$ cat config.mk
export PLATFORM = sky130hd
export DESIGN_NAME = hazard_ctrl_flat
export DESIGN_NICKNAME = d
export VERILOG_FILES = /design/src/rtl/hazard_ctrl_pkg.sv /design/src/rtl/hazard_ctrl_if.sv /design/src/rtl/hazard_fwd_unit.sv /design/src/rtl/hazard_ctrl.sv /design/src/flat_wrapper.sv
export SDC_FILE = /design/constraint.sdc
export NUM_CORES = 1
export LEC_CHECK = 0
export BUFFER_PORTS_ARGS = -buffer_cell sky130_fd_sc_hd__buf_2
export CAP_MARGIN = 20
export CORE_ASPECT_RATIO = 1.25
export CORE_UTILIZATION = 43
export CTS_CLUSTER_DIAMETER = 200
export DETAILED_ROUTE_END_ITERATION = 7
export GPL_ROUTABILITY_DRIVEN = 0
export GPL_TIMING_DRIVEN = 0
export PLACE_DENSITY = 0.77
export SLEW_MARGIN = 20
export SYNTH_ARGS = -nofsm -noshare
export SYNTH_HDL_FRONTEND = slang
export SYNTH_HIERARCHICAL = 1
export SYNTH_SLANG_ARGS = --single-unit
$ cat constraint.sdc
create_clock -name CLK -period 1.24 [get_ports CLK]
set_clock_uncertainty 0.05 [all_clocks]
set_input_delay 0.124 -clock CLK [delete_from_list [all_inputs] [get_ports CLK]]
set_output_delay 0.124 -clock CLK [all_outputs]
set_load 0.1 [all_outputs]
$ cat src/rtl/hazard_ctrl_pkg.sv
// Shared types for the hazard controller: FSM states and forward-select codes.
package hazard_ctrl_pkg;

   typedef enum logic {
      RUN      = 1'b0,
      MEM_WAIT = 1'b1
   } hz_state_e;

   localparam logic [1:0] FWD_RF = 2'b00;
   localparam logic [1:0] FWD_W  = 2'b01;
   localparam logic [1:0] FWD_M  = 2'b10;

   // M beats W: it holds the younger write to the same register.
   function automatic logic [1:0] fwd_sel(input logic [4:0] src,
                                          input logic       rw_m,
                                          input logic [4:0] wr_m,
                                          input logic       rw_w,
                                          input logic [4:0] wr_w);
      if (src != 5'd0 && rw_m && wr_m == src)      return FWD_M;
      else if (src != 5'd0 && rw_w && wr_w == src) return FWD_W;
      else                                         return FWD_RF;
   endfunction

endpackage

$ cat src/rtl/hazard_ctrl_if.sv
// Datapath <-> hazard controller bundle; the datapath is the master side.
interface hazard_ctrl_if;

   logic [4:0] RsD, RtD, RsE, RtE;
   logic [4:0] WriteRegE, WriteRegM, WriteRegW;
   logic       RegWriteE, RegWriteM, RegWriteW;
   logic       MemtoRegE, MemtoRegM;
   logic       BranchD, PCSrcD, PopD, PushE, PopE;
   logic       DmemReqM, DmemReadyM;
   logic       StallF, StallD, StallE, StallM, StallW;
   logic       FlushD, FlushE;
   logic [1:0] ForwardAE, ForwardBE;
   logic       ForwardAD, ForwardBD;
   logic       MemErr;

   modport master (
      output RsD, RtD, RsE, RtE, WriteRegE, WriteRegM, WriteRegW,
             RegWriteE, RegWriteM, RegWriteW, MemtoRegE, MemtoRegM,
             BranchD, PCSrcD, PopD, PushE, PopE, DmemReqM, DmemReadyM,
      input  StallF, StallD, StallE, StallM, StallW, FlushD, FlushE,
             ForwardAE, ForwardBE, ForwardAD, ForwardBD, MemErr
   );

   modport slave (
      input  RsD, RtD, RsE, RtE, WriteRegE, WriteRegM, WriteRegW,
             RegWriteE, RegWriteM, RegWriteW, MemtoRegE, MemtoRegM,
             BranchD, PCSrcD, PopD, PushE, PopE, DmemReqM, DmemReadyM,
      output StallF, StallD, StallE, StallM, StallW, FlushD, FlushE,
             ForwardAE, ForwardBE, ForwardAD, ForwardBD, MemErr
   );

endinterface

$ cat src/rtl/hazard_fwd_unit.sv
// Combinational operand-forwarding selects for the E-stage ALU and D-stage compare.
module hazard_fwd_unit
   import hazard_ctrl_pkg::*;
(
   input  logic [4:0] i_rs_d,
   input  logic [4:0] i_rt_d,
   input  logic [4:0] i_rs_e,
   input  logic [4:0] i_rt_e,
   input  logic [4:0] i_wreg_m,
   input  logic [4:0] i_wreg_w,
   input  logic       i_regwr_m,
   input  logic       i_regwr_w,
   output logic [1:0] o_fwd_ae,
   output logic [1:0] o_fwd_be,
   output logic       o_fwd_ad,
   output logic       o_fwd_bd
);

   assign o_fwd_ae = fwd_sel(i_rs_e, i_regwr_m, i_wreg_m, i_regwr_w, i_wreg_w);
   assign o_fwd_be = fwd_sel(i_rt_e, i_regwr_m, i_wreg_m, i_regwr_w, i_wreg_w);
   assign o_fwd_ad = (i_rs_d != 5'd0) && i_regwr_m && (i_wreg_m == i_rs_d);
   assign o_fwd_bd = (i_rt_d != 5'd0) && i_regwr_m && (i_wreg_m == i_rt_d);

endmodule

$ cat src/rtl/hazard_ctrl.sv
// 5-stage pipeline hazard controller: stalls, flushes, forwarding, memory-wait FSM.
// Optional HAZARD_PERF_CNT_EN adds saturating StallCnt/FlushCnt ports.
module hazard_ctrl
   import hazard_ctrl_pkg::*;
#(
   parameter int MEM_TIMEOUT = 255,
   parameter int CNT_W       = 32
)(
   input  logic             CLK,
   input  logic             reset,
`ifdef HAZARD_PERF_CNT_EN
   output logic [CNT_W-1:0] StallCnt,
   output logic [CNT_W-1:0] FlushCnt,
`endif
   hazard_ctrl_if.slave     hz
);

   localparam int TW = (MEM_TIMEOUT > 1) ? $clog2(MEM_TIMEOUT + 1) : 1;
   localparam logic [TW-1:0] TMO_LAST = TW'(MEM_TIMEOUT - 1);

   hz_state_e     r_st, w_nst;
   logic [TW-1:0] r_wcnt;
   logic          r_memerr, r_rel;
   logic          w_freeze, w_tmo, w_hz;
   logic          w_lwstall, w_brstall, w_spstall;

   hazard_fwd_unit u_fwd (
      .i_rs_d    (hz.RsD),
      .i_rt_d    (hz.RtD),
      .i_rs_e    (hz.RsE),
      .i_rt_e    (hz.RtE),
      .i_wreg_m  (hz.WriteRegM),
      .i_wreg_w  (hz.WriteRegW),
      .i_regwr_m (hz.RegWriteM),
      .i_regwr_w (hz.RegWriteW),
      .o_fwd_ae  (hz.ForwardAE),
      .o_fwd_be  (hz.ForwardBE),
      .o_fwd_ad  (hz.ForwardAD),
      .o_fwd_bd  (hz.ForwardBD)
   );

   assign w_lwstall = hz.MemtoRegE && (hz.RtE == hz.RsD || hz.RtE == hz.RtD);
   assign w_brstall = hz.BranchD &&
                      ((hz.RegWriteE && (hz.WriteRegE == hz.RsD || hz.WriteRegE == hz.RtD)) ||
                       (hz.MemtoRegM && (hz.WriteRegM == hz.RsD || hz.WriteRegM == hz.RtD)));
   assign w_spstall = hz.PopD && (hz.PushE || hz.PopE);
   assign w_hz      = w_lwstall | w_brstall | w_spstall;

   // r_rel masks the request term for one cycle after a timeout so the stuck
   // access can leave M instead of re-entering MEM_WAIT at once.
   always_comb begin
      w_nst    = r_st;
      w_freeze = 1'b0;
      w_tmo    = 1'b0;
      case (r_st)
         RUN: begin
            if (hz.DmemReqM && !hz.DmemReadyM && !r_rel) begin
               w_freeze = 1'b1;
               w_nst    = MEM_WAIT;
            end
         end
         MEM_WAIT: begin
            if (hz.DmemReadyM) begin
               w_nst = RUN;
            end else if (r_wcnt == TMO_LAST) begin
               w_freeze = 1'b1;
               w_tmo    = 1'b1;
               w_nst    = RUN;
            end else begin
               w_freeze = 1'b1;
            end
         end
         default: w_nst = RUN;
      endcase
   end

   assign hz.StallF = w_freeze | w_hz;
   assign hz.StallD = w_freeze | w_hz;
   assign hz.StallE = w_freeze;
   assign hz.StallM = w_freeze;
   assign hz.StallW = w_freeze;
   assign hz.FlushE = w_hz & ~w_freeze;
   assign hz.FlushD = hz.PCSrcD & ~hz.StallD;
   assign hz.MemErr = r_memerr;

   always_ff @(posedge CLK or negedge reset) begin
      if (!reset) begin
         r_st     <= RUN;
         r_wcnt   <= '0;
         r_memerr <= 1'b0;
         r_rel    <= 1'b0;
      end else begin
         r_st   <= w_nst;
         r_rel  <= w_tmo;
         r_wcnt <= (r_st == MEM_WAIT && w_nst == MEM_WAIT) ? r_wcnt + TW'(1) : '0;
         if (w_tmo) r_memerr <= 1'b1;
      end
   end

`ifdef HAZARD_PERF_CNT_EN
   logic [CNT_W-1:0] r_stall_cnt, r_flush_cnt;

   always_ff @(posedge CLK or negedge reset) begin
      if (!reset) begin
         r_stall_cnt <= '0;
         r_flush_cnt <= '0;
      end else begin
         if (hz.StallF && r_stall_cnt != '1)
            r_stall_cnt <= r_stall_cnt + CNT_W'(1);
         if ((hz.FlushE | hz.FlushD) && r_flush_cnt != '1)
            r_flush_cnt <= r_flush_cnt + CNT_W'(1);
      end
   end

   assign StallCnt = r_stall_cnt;
   assign FlushCnt = r_flush_cnt;
`endif

endmodule

$ cat src/flat_wrapper.sv
// flat-port wrapper written by rule: the top's interface ports become plain ports
module hazard_ctrl_flat import hazard_ctrl_pkg::*;
#(
   parameter int MEM_TIMEOUT = 255,
   parameter int CNT_W       = 32
)
  (CLK, reset, hz_RsD, hz_RtD, hz_RsE, hz_RtE, hz_WriteRegE, hz_WriteRegM, hz_WriteRegW, hz_RegWriteE, hz_RegWriteM, hz_RegWriteW, hz_MemtoRegE, hz_MemtoRegM, hz_BranchD, hz_PCSrcD, hz_PopD, hz_PushE, hz_PopE, hz_DmemReqM, hz_DmemReadyM, hz_StallF, hz_StallD, hz_StallE, hz_StallM, hz_StallW, hz_FlushD, hz_FlushE, hz_ForwardAE, hz_ForwardBE, hz_ForwardAD, hz_ForwardBD, hz_MemErr);
  hazard_ctrl_if hz_i ();
  input  logic CLK;
  input  logic reset;
  input wire logic [$bits(hz_i.RsD)-1:0] hz_RsD;
  input wire logic [$bits(hz_i.RtD)-1:0] hz_RtD;
  input wire logic [$bits(hz_i.RsE)-1:0] hz_RsE;
  input wire logic [$bits(hz_i.RtE)-1:0] hz_RtE;
  input wire logic [$bits(hz_i.WriteRegE)-1:0] hz_WriteRegE;
  input wire logic [$bits(hz_i.WriteRegM)-1:0] hz_WriteRegM;
  input wire logic [$bits(hz_i.WriteRegW)-1:0] hz_WriteRegW;
  input wire logic [$bits(hz_i.RegWriteE)-1:0] hz_RegWriteE;
  input wire logic [$bits(hz_i.RegWriteM)-1:0] hz_RegWriteM;
  input wire logic [$bits(hz_i.RegWriteW)-1:0] hz_RegWriteW;
  input wire logic [$bits(hz_i.MemtoRegE)-1:0] hz_MemtoRegE;
  input wire logic [$bits(hz_i.MemtoRegM)-1:0] hz_MemtoRegM;
  input wire logic [$bits(hz_i.BranchD)-1:0] hz_BranchD;
  input wire logic [$bits(hz_i.PCSrcD)-1:0] hz_PCSrcD;
  input wire logic [$bits(hz_i.PopD)-1:0] hz_PopD;
  input wire logic [$bits(hz_i.PushE)-1:0] hz_PushE;
  input wire logic [$bits(hz_i.PopE)-1:0] hz_PopE;
  input wire logic [$bits(hz_i.DmemReqM)-1:0] hz_DmemReqM;
  input wire logic [$bits(hz_i.DmemReadyM)-1:0] hz_DmemReadyM;
  output wire logic [$bits(hz_i.StallF)-1:0] hz_StallF;
  output wire logic [$bits(hz_i.StallD)-1:0] hz_StallD;
  output wire logic [$bits(hz_i.StallE)-1:0] hz_StallE;
  output wire logic [$bits(hz_i.StallM)-1:0] hz_StallM;
  output wire logic [$bits(hz_i.StallW)-1:0] hz_StallW;
  output wire logic [$bits(hz_i.FlushD)-1:0] hz_FlushD;
  output wire logic [$bits(hz_i.FlushE)-1:0] hz_FlushE;
  output wire logic [$bits(hz_i.ForwardAE)-1:0] hz_ForwardAE;
  output wire logic [$bits(hz_i.ForwardBE)-1:0] hz_ForwardBE;
  output wire logic [$bits(hz_i.ForwardAD)-1:0] hz_ForwardAD;
  output wire logic [$bits(hz_i.ForwardBD)-1:0] hz_ForwardBD;
  output wire logic [$bits(hz_i.MemErr)-1:0] hz_MemErr;
  assign hz_i.RsD = hz_RsD;
  assign hz_i.RtD = hz_RtD;
  assign hz_i.RsE = hz_RsE;
  assign hz_i.RtE = hz_RtE;
  assign hz_i.WriteRegE = hz_WriteRegE;
  assign hz_i.WriteRegM = hz_WriteRegM;
  assign hz_i.WriteRegW = hz_WriteRegW;
  assign hz_i.RegWriteE = hz_RegWriteE;
  assign hz_i.RegWriteM = hz_RegWriteM;
  assign hz_i.RegWriteW = hz_RegWriteW;
  assign hz_i.MemtoRegE = hz_MemtoRegE;
  assign hz_i.MemtoRegM = hz_MemtoRegM;
  assign hz_i.BranchD = hz_BranchD;
  assign hz_i.PCSrcD = hz_PCSrcD;
  assign hz_i.PopD = hz_PopD;
  assign hz_i.PushE = hz_PushE;
  assign hz_i.PopE = hz_PopE;
  assign hz_i.DmemReqM = hz_DmemReqM;
  assign hz_i.DmemReadyM = hz_DmemReadyM;
  assign hz_StallF = hz_i.StallF;
  assign hz_StallD = hz_i.StallD;
  assign hz_StallE = hz_i.StallE;
  assign hz_StallM = hz_i.StallM;
  assign hz_StallW = hz_i.StallW;
  assign hz_FlushD = hz_i.FlushD;
  assign hz_FlushE = hz_i.FlushE;
  assign hz_ForwardAE = hz_i.ForwardAE;
  assign hz_ForwardBE = hz_i.ForwardBE;
  assign hz_ForwardAD = hz_i.ForwardAD;
  assign hz_ForwardBD = hz_i.ForwardBD;
  assign hz_MemErr = hz_i.MemErr;
  hazard_ctrl #(.MEM_TIMEOUT(MEM_TIMEOUT), .CNT_W(CNT_W)) u_core (.CLK(CLK), .reset(reset), .hz(hz_i));
endmodule
==> flow_metrics.py, run 1 <==
metrics = {
    "synthesis": {
        "synth_cell_types": 33,
        "syn_nets": 206,
        "syn_area_um2": 1370,
        "synth_cells": 155,
        "synth_top_family_by_area": "XOR/XNOR gates",
        "yosys.area_share.simple_pct": 26.2,
        "synth_mux_area_share_pct": 0,
        "yosys_warnings": 6,
        "synth_compound_area_share_pct": 8.11,
        "synthXorXnorAreaFrac_pct": 40.8,
        "yosysSeqAreaShare_pct": 20.0,
        "avgSynthCellArea_um2": 8.86,
        "synthAdderAreaFrac_pct": 1.82,
        "ys_seq_elements": 11,
    },
    "worst_setup_path": {
        "critical_path_required_ns": 1.07,
        "critPathArrivalTime_ns": 1.46,
        "crit_type": "primary input to primary output",
        "ff2ff_setup_slack_ns": -0.05,
        "crit_fanout": 5,
        "startpoint_type": "primary input",
        "critPathCaptureType": "primary output",
    },
    "timing": {
        "setup_viol": 18,
        "max_freq_mhz": 612,
        "slew_headroom_pct": 76.4,
        "slew_viol_final": 0,
        "period_minus_slack_ns": 1.63,
        "hold_violations": 0,
        "tightest_slew_ns": 0.354,
        "setup_ws_ns": -0.395,
        "rsz0062_at_grt": "true",
        "timing.final.crit_share_pct": 132,
    },
    "power": {
        "ir_worst_vdd_mv": 0.520,
        "total_power_w": 0.00155,
        "p_leak_nw": 0.955,
        "power.density_nw_per_um2": 632,
    },
    "cts": {
        "clk_path_buf_depth": 2,
        "clockRootBuffer": "clkbuf_4",
        "cts_tree": "done",
        "htree_levels": 1,
        "numCtsBuffers": 3,
        "cts.clk_slew.worst_paths_ns": 0.07,
        "insertion_delay_ns": 0.26,
        "cts_num_sinks": 11,
    },
    "routing": {
        "drtPass1Iterations": 4,
        "dr_total_vias": 1515,
        "postRouteAntennaNets": 0,
        "drtIter0Drc": 20,
        "drcViolationCount": 0,
        "wirelength_um": 4530,
        "wl_per_cell_um": 16.5,
        "viasPerCell": 5.51,
    },
    "final_layout": {
        "nets": 291,
        "multiInputGateArea_um2": 1310,
        "fill_cells": 166,
        "area_delta_synth_final_pct": 79.0,
        "antenna_cells": 0,
        "drive_above_1_share_pct": 54.8,
        "seqCellArea_um2": 278,
        "final_area_um2": 2460,
    },
    "floorplanning": {
        "io_pins": 63,
        "dieArea_um2": 3430,
        "core-area_um2": 3000,
        "placementRows": 22,
        "die_y_um": 65.2,
        "initial_core_util_pct": 45.8,
        "die_w_um": 52.6,
    },
    "outcome": {
        "status": "finished, violations left",
        "violations": "setup timing",
    },
    "place": {
        "io_buffers": 62,
        "placed_cell_area_um2": 1890,
        "dp_hpwl_um": 2870,
    },
    "global_routing": {
        "grt_pass1_wl_um": 6930,
        "overflow": 0,
        "grt_max_degree": 12,
        "grt_usage_pct": 27.0,
        "grt_pass1_vias": 1570,
        "antenna_found_initial": 0,
    },
    "job": {
        "max-cap-violations": 0,
    },
    "worst_hold_path": {
        "min_path_type": "primary input to flip-flop",
    },
}
==> stage by stage <==
stage	worst slack (ns)	hold WS, ns	util [%]	instances	setup TNS (ns)
CTS	-0.404	0.0375	76.7	268	-3.26
floorplan	-1.13	-0.222	-	155	-5.53
detailed placement	-0.591	-0.0444	62.9	253	-5.50
global placement	-0.592	-0.0527	62.9	253	-5.30
global route	-0.468	0.0355	81.9	275	-4.82
finish	-0.395	0.0494	81.9	275	-3.53
==> synth_stat cells <==
master	n	area share [%]
o21ai_0	2	0.73
nand2_1	11	3.0
o41ai_1	2	1.3
and3b_1	2	1.3
ha_1	2	1.8
a31oi_1	1	0.46
a2111oi_2	2	2.2
buf_6	1	0.82
and4b_1	1	0.73
nor2_4	2	1.6
or2_1	1	0.46
dfrtp_1	11	20
nor4_1	2	0.91
inv_1	2	0.55
a211oi_1	2	1.1
o21ai_1	1	0.36
buf_4	3	1.6
nor3b_1	1	0.55
nand3_1	7	2.5
nor3b_2	1	0.91
xnor2_1	47	30
o22ai_1	2	0.91
a21oi_1	3	1.1
nand3b_1	1	0.55
and2_1	2	0.91
nand4_1	7	3.2
xor2_1	17	11
or4_4	2	1.6
nor2_1	12	3.3
nand3_4	1	1.3
nor4_2	1	0.91
nand3b_2	1	0.82
and3_4	2	1.6
==> report_power, final <==
part / switching [W] / internal, W / leakage, nW
logic: 0.000521 / 0.000420 / 0.791
clock network: 0.000117 / 0.000124 / 0.0150
registers: 0.00000639 / 0.000364 / 0.149
total: 0.000644 / 0.000908 / 0.955
==> worst paths after layout <==
check	cells after the start	startpoint	end
max in group asynchronous	2	reset	u_core/hz.MemErr
setup / recovery	8	hz_RtD[1]	hz_StallD
hold reg to reg	1	u_core/hz.MemErr	u_core/hz.MemErr
min in group asynchronous	2	reset	u_core/r_wcnt[4]
setup reg to reg	5	u_core/r_wcnt[4]	u_core/hz.MemErr
hold / removal	2	hz_DmemReadyM	u_core/r_st
==> layout make-up <==
class                      instances  area share (%)
buffer                             4            2.39
clock buffer                       4            1.07
inverter                           2           0.305
multi-input combinational        138            53.2
sequential                        11            11.3
tap                               36            1.83
timing repair buffer              80            29.9
==> worst max-delay path: stages <==
cell and delay [ns]:
buf_2 0.16, xnor2_1 0.15, nand4_1 0.08, o21ai_0 0.12, a31oi_2 0.28, nand3b_1 0.19, buf_4 0.18, buf_12 0.16
==> layer usage <==
layer | wire length (um) | track usage, % | vias up
li1 | - | - | 705
met1 | 1600 | 26.7 | 741
met3 | 160 | 3.01 | 14
met4 | 93 | 12.5 | 0
met5 | 0 | 0 | -
met2 | 2680 | 53.2 | 55
==> sequential cells by signal, indices dropped and copies added (netlist names) <==
| signal | flops |
|---|---|
| u_core/r_wcnt | 8 |
| u_core/r_st | 1 |
| u_core/r_rel | 1 |
| u_core/hz.MemErr | 1 |
==> logic make-up after synthesis <==
family,Yosys count
buffers and inverters,6
and+or+nand+nor,57
adders and majority gates,2
DFF,11
xor gates and xnor gates,64
AOI/OAI and AO/OA,15
==> layout by cell type, fill, tap and decap left out, types with 4 or more instances in the layout <==
cell	n
buf_12	13
buf_2	31
buf_4	21
buf_6	14
clkbuf_4	4
dfrtp_1	9
nand2_1	11
nand3_1	6
nand4_1	7
nor2_2	6
nor2_4	5
xnor2_1	47
xor2_1	13
==> repair_timing <==
item                                    4_1_cts  5_1_grt
hold buffers                                  1        0
resized for setup                            83       23
pin swaps                                    17       14
hold endpoints to repair                     11        0
endpoints found under the setup margin       23       24
setup buffers                                10        7
Note: power is estimated with default switching activity, not from simulation.
==> run 2: changes to the inputs <==
--- a/config.mk
+++ b/config.mk
@@ -9,6 +9,7 @@
 export CAP_MARGIN = 20
 export CORE_ASPECT_RATIO = 1.25
 export CORE_UTILIZATION = 43
+export CTS_BUF_LIST = sky130_fd_sc_hd__clkbuf_16
 export CTS_CLUSTER_DIAMETER = 200
 export DETAILED_ROUTE_END_ITERATION = 7
 export GPL_ROUTABILITY_DRIVEN = 0
==> run 2 against run 1 <==
Net effect:
- the run still ends with setup timing left
- cell area increased by 7.0%
- wire length increased by 20%
- total power up 26%
- register-to-register slack lost 0.06 ns
- critical path type unchanged
==> flow_metrics.py, run 2 (synthesized netlist as in run 1, its figures left out) <==
metrics = {
    "timing": {
        "hold_violations": 0,
        "setup_ws_ns": -0.405,
        "period_minus_slack_ns": 1.65,
        "setup_viol": 24,
        "slew_viol_final": 0,
        "slew_headroom_pct": 67.9,
        "tightest_slew_ns": 0.486,
        "max_freq_mhz": 608,
        "timing.final.crit_share_pct": 133,
        "timing.hold.ws_ns": 0.0675,
        "rsz0062_at_grt": "true",
    },
    "routing": {
        "drtIter0Drc": 67,
        "drcViolationCount": 0,
        "drtPass1Iterations": 4,
        "postRouteAntennaNets": 0,
        "wirelength_um": 5430,
        "viasPerCell": 5.51,
        "wl_per_cell_um": 19.5,
        "dr_total_vias": 1533,
    },
    "worst_setup_path": {
        "critPathArrivalTime_ns": 1.47,
        "startpoint_type": "primary input",
        "rr_endpoint": "u_core/hz.MemErr",
        "critical_path_required_ns": 1.07,
        "crit_fanout": 6,
        "worst_r2r_path_depth": 5,
        "worstSetupEndpoint": "hz_StallD",
        "critPathCaptureType": "primary output",
        "ff2ff_setup_slack_ns": -0.11,
        "r2r-start": "u_core/r_wcnt[2]",
        "crit_type": "primary input to primary output",
        "crit_start": "hz_WriteRegM[3]",
    },
    "final_layout": {
        "final_area_um2": 2630,
        "largest_register_ffs": 8,
        "nets": 294,
        "area_delta_synth_final_pct": 91.5,
        "antenna_cells": 0,
        "fin_util_pct": 87.7,
        "fill_cells": 126,
        "final_cell_mix": "xnor2_1, buf_2, buf_4, buf_6, buf_12",
        "final_common_cell": "xnor2_1",
        "largest_register": "u_core/r_wcnt",
        "drive_above_1_share_pct": 58.3,
    },
    "cts": {
        "insertion_delay_ns": 0.24,
        "cts.clk_slew.worst_paths_ns": 0.04,
        "htree_levels": 1,
        "cts_tree": "done",
        "clk_path_buf_depth": 2,
        "clockRootBuffer": "clkbuf_16",
        "numCtsBuffers": 3,
        "cts_num_sinks": 11,
    },
    "global_routing": {
        "grt_pass1_wl_um": 7070,
        "grt_max_degree": 12,
        "overflow": 0,
        "grt_pass1_vias": 1540,
        "antenna_found_initial": 0,
        "grt_usage_pct": 28.0,
    },
    "floorplanning": {
        "placementRows": 22,
        "die_y_um": 65.2,
        "dieArea_um2": 3430,
        "core-area_um2": 3000,
        "io_pins": 63,
        "initial_core_util_pct": 45.8,
        "die_w_um": 52.6,
    },
    "place": {
        "post-place-ws_ns": -0.591,
        "io_buffers": 62,
        "dp_hpwl_um": 2870,
        "placed_cell_area_um2": 1890,
    },
    "job": {
        "max-cap-violations": 0,
    },
    "power": {
        "ir_worst_vdd_mv": 0.845,
        "p_leak_nw": 1.03,
        "power.density_nw_per_um2": 741,
    },
    "worst_hold_path": {
        "min_path_type": "primary input to flip-flop",
    },
    "outcome": {
        "status": "finished, violations left",
        "violations": "setup timing",
    },
}
## run 2: worst max-delay path: stages
cell      delay [ns]
buf_4           0.16
xnor2_1         0.24
nand4_1         0.16
o22ai_2         0.21
o21ai_2         0.09
nand3b_1        0.16
buf_4           0.16
buf_12          0.16
## run 2: final cells by class
class / count / area [um^2] / area share [%]
Buffer: 4 / 58.8 / 2.23
Clock buffer: 3 / 75.1 / 2.85
Clock inverter: 1 / 3.75 / 0.143
Inverter: 2 / 7.51 / 0.285
Multi-Input combinational cell: 138 / 1380 / 52.4
Sequential cell: 11 / 278 / 10.6
Tap cell: 36 / 45.0 / 1.71
Timing Repair Buffer: 83 / 786 / 29.9
## run 2: routing by layer
metal  share of wire (%)  global-route usage, %  vias to the layer above
li1                    -                      -                      699
met1                  33                   27.7                      740
met2                  59                   56.8                       79
met3                 5.0                   3.01                       15
met4                 2.9                   9.54                        0
met5                   0                      0                        -
## run 2: per-stage QoR
step | power (W) | setup TNS (ns) | cells
global route | 0.00203 | -4.97 | 278
global placement | 0.00107 | -5.30 | 253
detailed placement | 0.00108 | -5.50 | 253
CTS | 0.00184 | -3.09 | 270
floorplan | 0.000859 | -5.53 | 155
finish | 0.00195 | -4.14 | 278
## run 2: power by group
part	switching, W	internal [W]
Combinational	0.000549	0.000443
Clock	0.000163	0.000423
Sequential	0.00000564	0.000366
Total	0.000717	0.00123
## run 2: worst min-delay path by stage
stage                  start                to  slack, ns  cells past startpoint
6_report       hz_DmemReadyM       u_core/r_st       0.07                      2
3_3_place_gp           reset  u_core/r_wcnt[2]      -0.05                      1
2_1_floorplan          reset  u_core/hz.MemErr      -0.22                      0
3_5_place_dp           reset  u_core/r_wcnt[2]      -0.04                      1
4_1_cts        hz_DmemReadyM       u_core/r_st       0.07                      2
5_1_grt        hz_DmemReadyM       u_core/r_st       0.08                      2
## run 2: repair_timing
item	in CTS	in global routing
pin swaps	25	20
endpoints found under the hold margin	11	0
setup buffers	12	8
endpoints found under the setup margin	23	24
hold buffers	1	0
resized for setup	91	35
cloned	0	0
==> run 3: changes to the inputs <==
--- a/config.mk
+++ b/config.mk
@@ -15,6 +15,7 @@
 export GPL_ROUTABILITY_DRIVEN = 0
 export GPL_TIMING_DRIVEN = 0
 export PLACE_DENSITY = 0.77
+export SKIP_CTS_REPAIR_TIMING = 1
 export SLEW_MARGIN = 20
 export SYNTH_ARGS = -nofsm -noshare
 export SYNTH_HDL_FRONTEND = slang
==> run 3 against run 2 <==
Net effect:
- the flow still finishes with violations (setup timing)
- via count down 1.3%
- core utilization shrank 3.3 points
- register-to-register slack better by 0.02 ns
- die area did not move
- setup slack worse by 0.026 ns
- critical path depth did not move
- largest cell class unchanged
==> flow_metrics.py, run 3 (synthesized netlist as in run 1, its figures left out) <==
metrics = {
    "worst_hold_path": {
        "min_path_type": "primary input to flip-flop",
    },
    "final_layout": {
        "largest_register": "u_core/r_wcnt",
        "area_delta_synth_final_pct": 84.3,
        "largest_register_ffs": 8,
        "antenna_cells": 0,
        "seqCellArea_um2": 277,
        "multiInputGateArea_um2": 1430,
        "nets": 284,
        "drive_above_1_share_pct": 56.5,
        "fill_cells": 155,
        "fin_util_pct": 84.4,
        "final_common_cell": "xnor2_1",
        "final_cell_mix": "xnor2_1, buf_2, buf_4, buf_12, nand2_1",
        "layout.cells.non_filler": 268,
    },
    "routing": {
        "wirelength_um": 4950,
        "dr_total_vias": 1513,
        "drtPass1Iterations": 4,
        "drtIter0Drc": 36,
        "wl_per_cell_um": 18.5,
        "drcViolationCount": 0,
        "postRouteAntennaNets": 0,
        "viasPerCell": 5.65,
    },
    "global_routing": {
        "antenna_found_initial": 0,
        "grt_pass1_wl_um": 5900,
        "use_met2_pct": 45.6,
        "overflow": 0,
        "top_usage_layer": "met2",
        "use_met3_pct": 2.31,
        "grt_usage_pct": 23.2,
        "use_met1_pct": 23.9,
        "grt_pass1_vias": 1364,
        "grt_max_degree": 12,
    },
    "floorplanning": {
        "dieArea_um2": 3430,
        "initial_core_util_pct": 45.8,
        "core-area_um2": 3000,
        "die_y_um": 65.2,
        "placementRows": 22,
        "io_pins": 63,
        "die_w_um": 52.6,
    },
    "timing": {
        "tightest_slew_ns": 0.484,
        "slew_headroom_pct": 68.0,
        "setup_ws_ns": -0.431,
        "max_freq_mhz": 598,
        "period_minus_slack_ns": 1.67,
        "timing.final.crit_share_pct": 135,
        "slew_viol_final": 0,
        "rsz0062_at_grt": "true",
        "setup_viol": 22,
        "hold_violations": 0,
    },
    "outcome": {
        "status": "finished, violations left",
        "violations": "setup timing",
    },
    "cts": {
        "insertion_delay_ns": 0.24,
        "numCtsBuffers": 3,
        "cts_tree": "done",
        "clk_path_buf_depth": 2,
        "cts.clk_slew.worst_paths_ns": 0.04,
        "htree_levels": 1,
        "clockRootBuffer": "clkbuf_16",
        "cts_num_sinks": 11,
    },
    "worst_setup_path": {
        "critical_path_required_ns": 1.07,
        "critPathCaptureType": "primary output",
        "crit_type": "primary input to primary output",
        "startpoint_type": "primary input",
        "critPathArrivalTime_ns": 1.50,
        "crit_fanout": 5,
    },
    "power": {
        "power.density_nw_per_um2": 759,
        "p_leak_nw": 0.991,
        "ir_worst_vdd_mv": 0.775,
    },
    "place": {
        "dp.cells": 253,
        "io_buffers": 62,
        "dp_hpwl_um": 2870,
    },
    "job": {
        "max-cap-violations": 0,
    },
}
[run 3: power breakdown]
part           internal (W)  total (W)  switching, W
Combinational      0.000417   0.000963      0.000547
Sequential         0.000365   0.000373    0.00000767
Clock              0.000423   0.000586      0.000162
[run 3: path summary, 6_finish.rpt]
| kind | start | end | slack [ns] | cells past startpoint |
|---|---|---|---|---|
| hold / removal | hz_DmemReadyM | u_core/r_rel | 0.07 | 2 |
| setup reg to reg | u_core/r_wcnt[4] | u_core/r_wcnt[3] | -0.09 | 5 |
| min in group asynchronous | reset | u_core/r_wcnt[3] | 0.25 | 2 |
| setup / recovery | hz_RtD[2] | hz_StallD | -0.43 | 8 |
| hold reg to reg | u_core/hz.MemErr | u_core/hz.MemErr | 0.41 | 1 |
| max in group asynchronous | reset | u_core/hz.MemErr | 0.67 | 2 |
[run 3: through the flow]
stage               setup TNS [ns]  setup WS, ns  total power [W]  area [um^2]  hold slack, ns
finish                       -4.08        -0.431          0.00192         2530          0.0691
global route                 -4.93        -0.453          0.00200         2530          0.0688
CTS                          -6.51        -0.591          0.00168         1970          -0.302
detailed placement           -5.50        -0.591          0.00108         1890         -0.0444
global placement             -5.30        -0.592          0.00107         1890         -0.0527
floorplan                    -5.53         -1.13         0.000859         1530          -0.222
[run 3: worst max-delay path: stages]
cell	delay [ns]
buf_2	0.17
xnor2_1	0.22
nand4_1	0.11
o21ai_1	0.24
a31oi_2	0.11
nand3b_1	0.20
buf_4	0.15
buf_12	0.16
[run 3: layer usage]
metal  share of wire [%]  vias up
li1                    -      679
met1                  35      739
met2                  56       74
met3                 4.2       21
met4                 4.8        0
met5                   0        -
[run 3: layout make-up]
type,instances,share of cell area [%]
sequential,11,10.9
clock inverter,1,0.148
inverter,2,0.296
timing repair buffer,73,25.3
tap,36,1.78
clock buffer,3,2.96
buffer,4,2.17
multi-input combinational,138,56.4
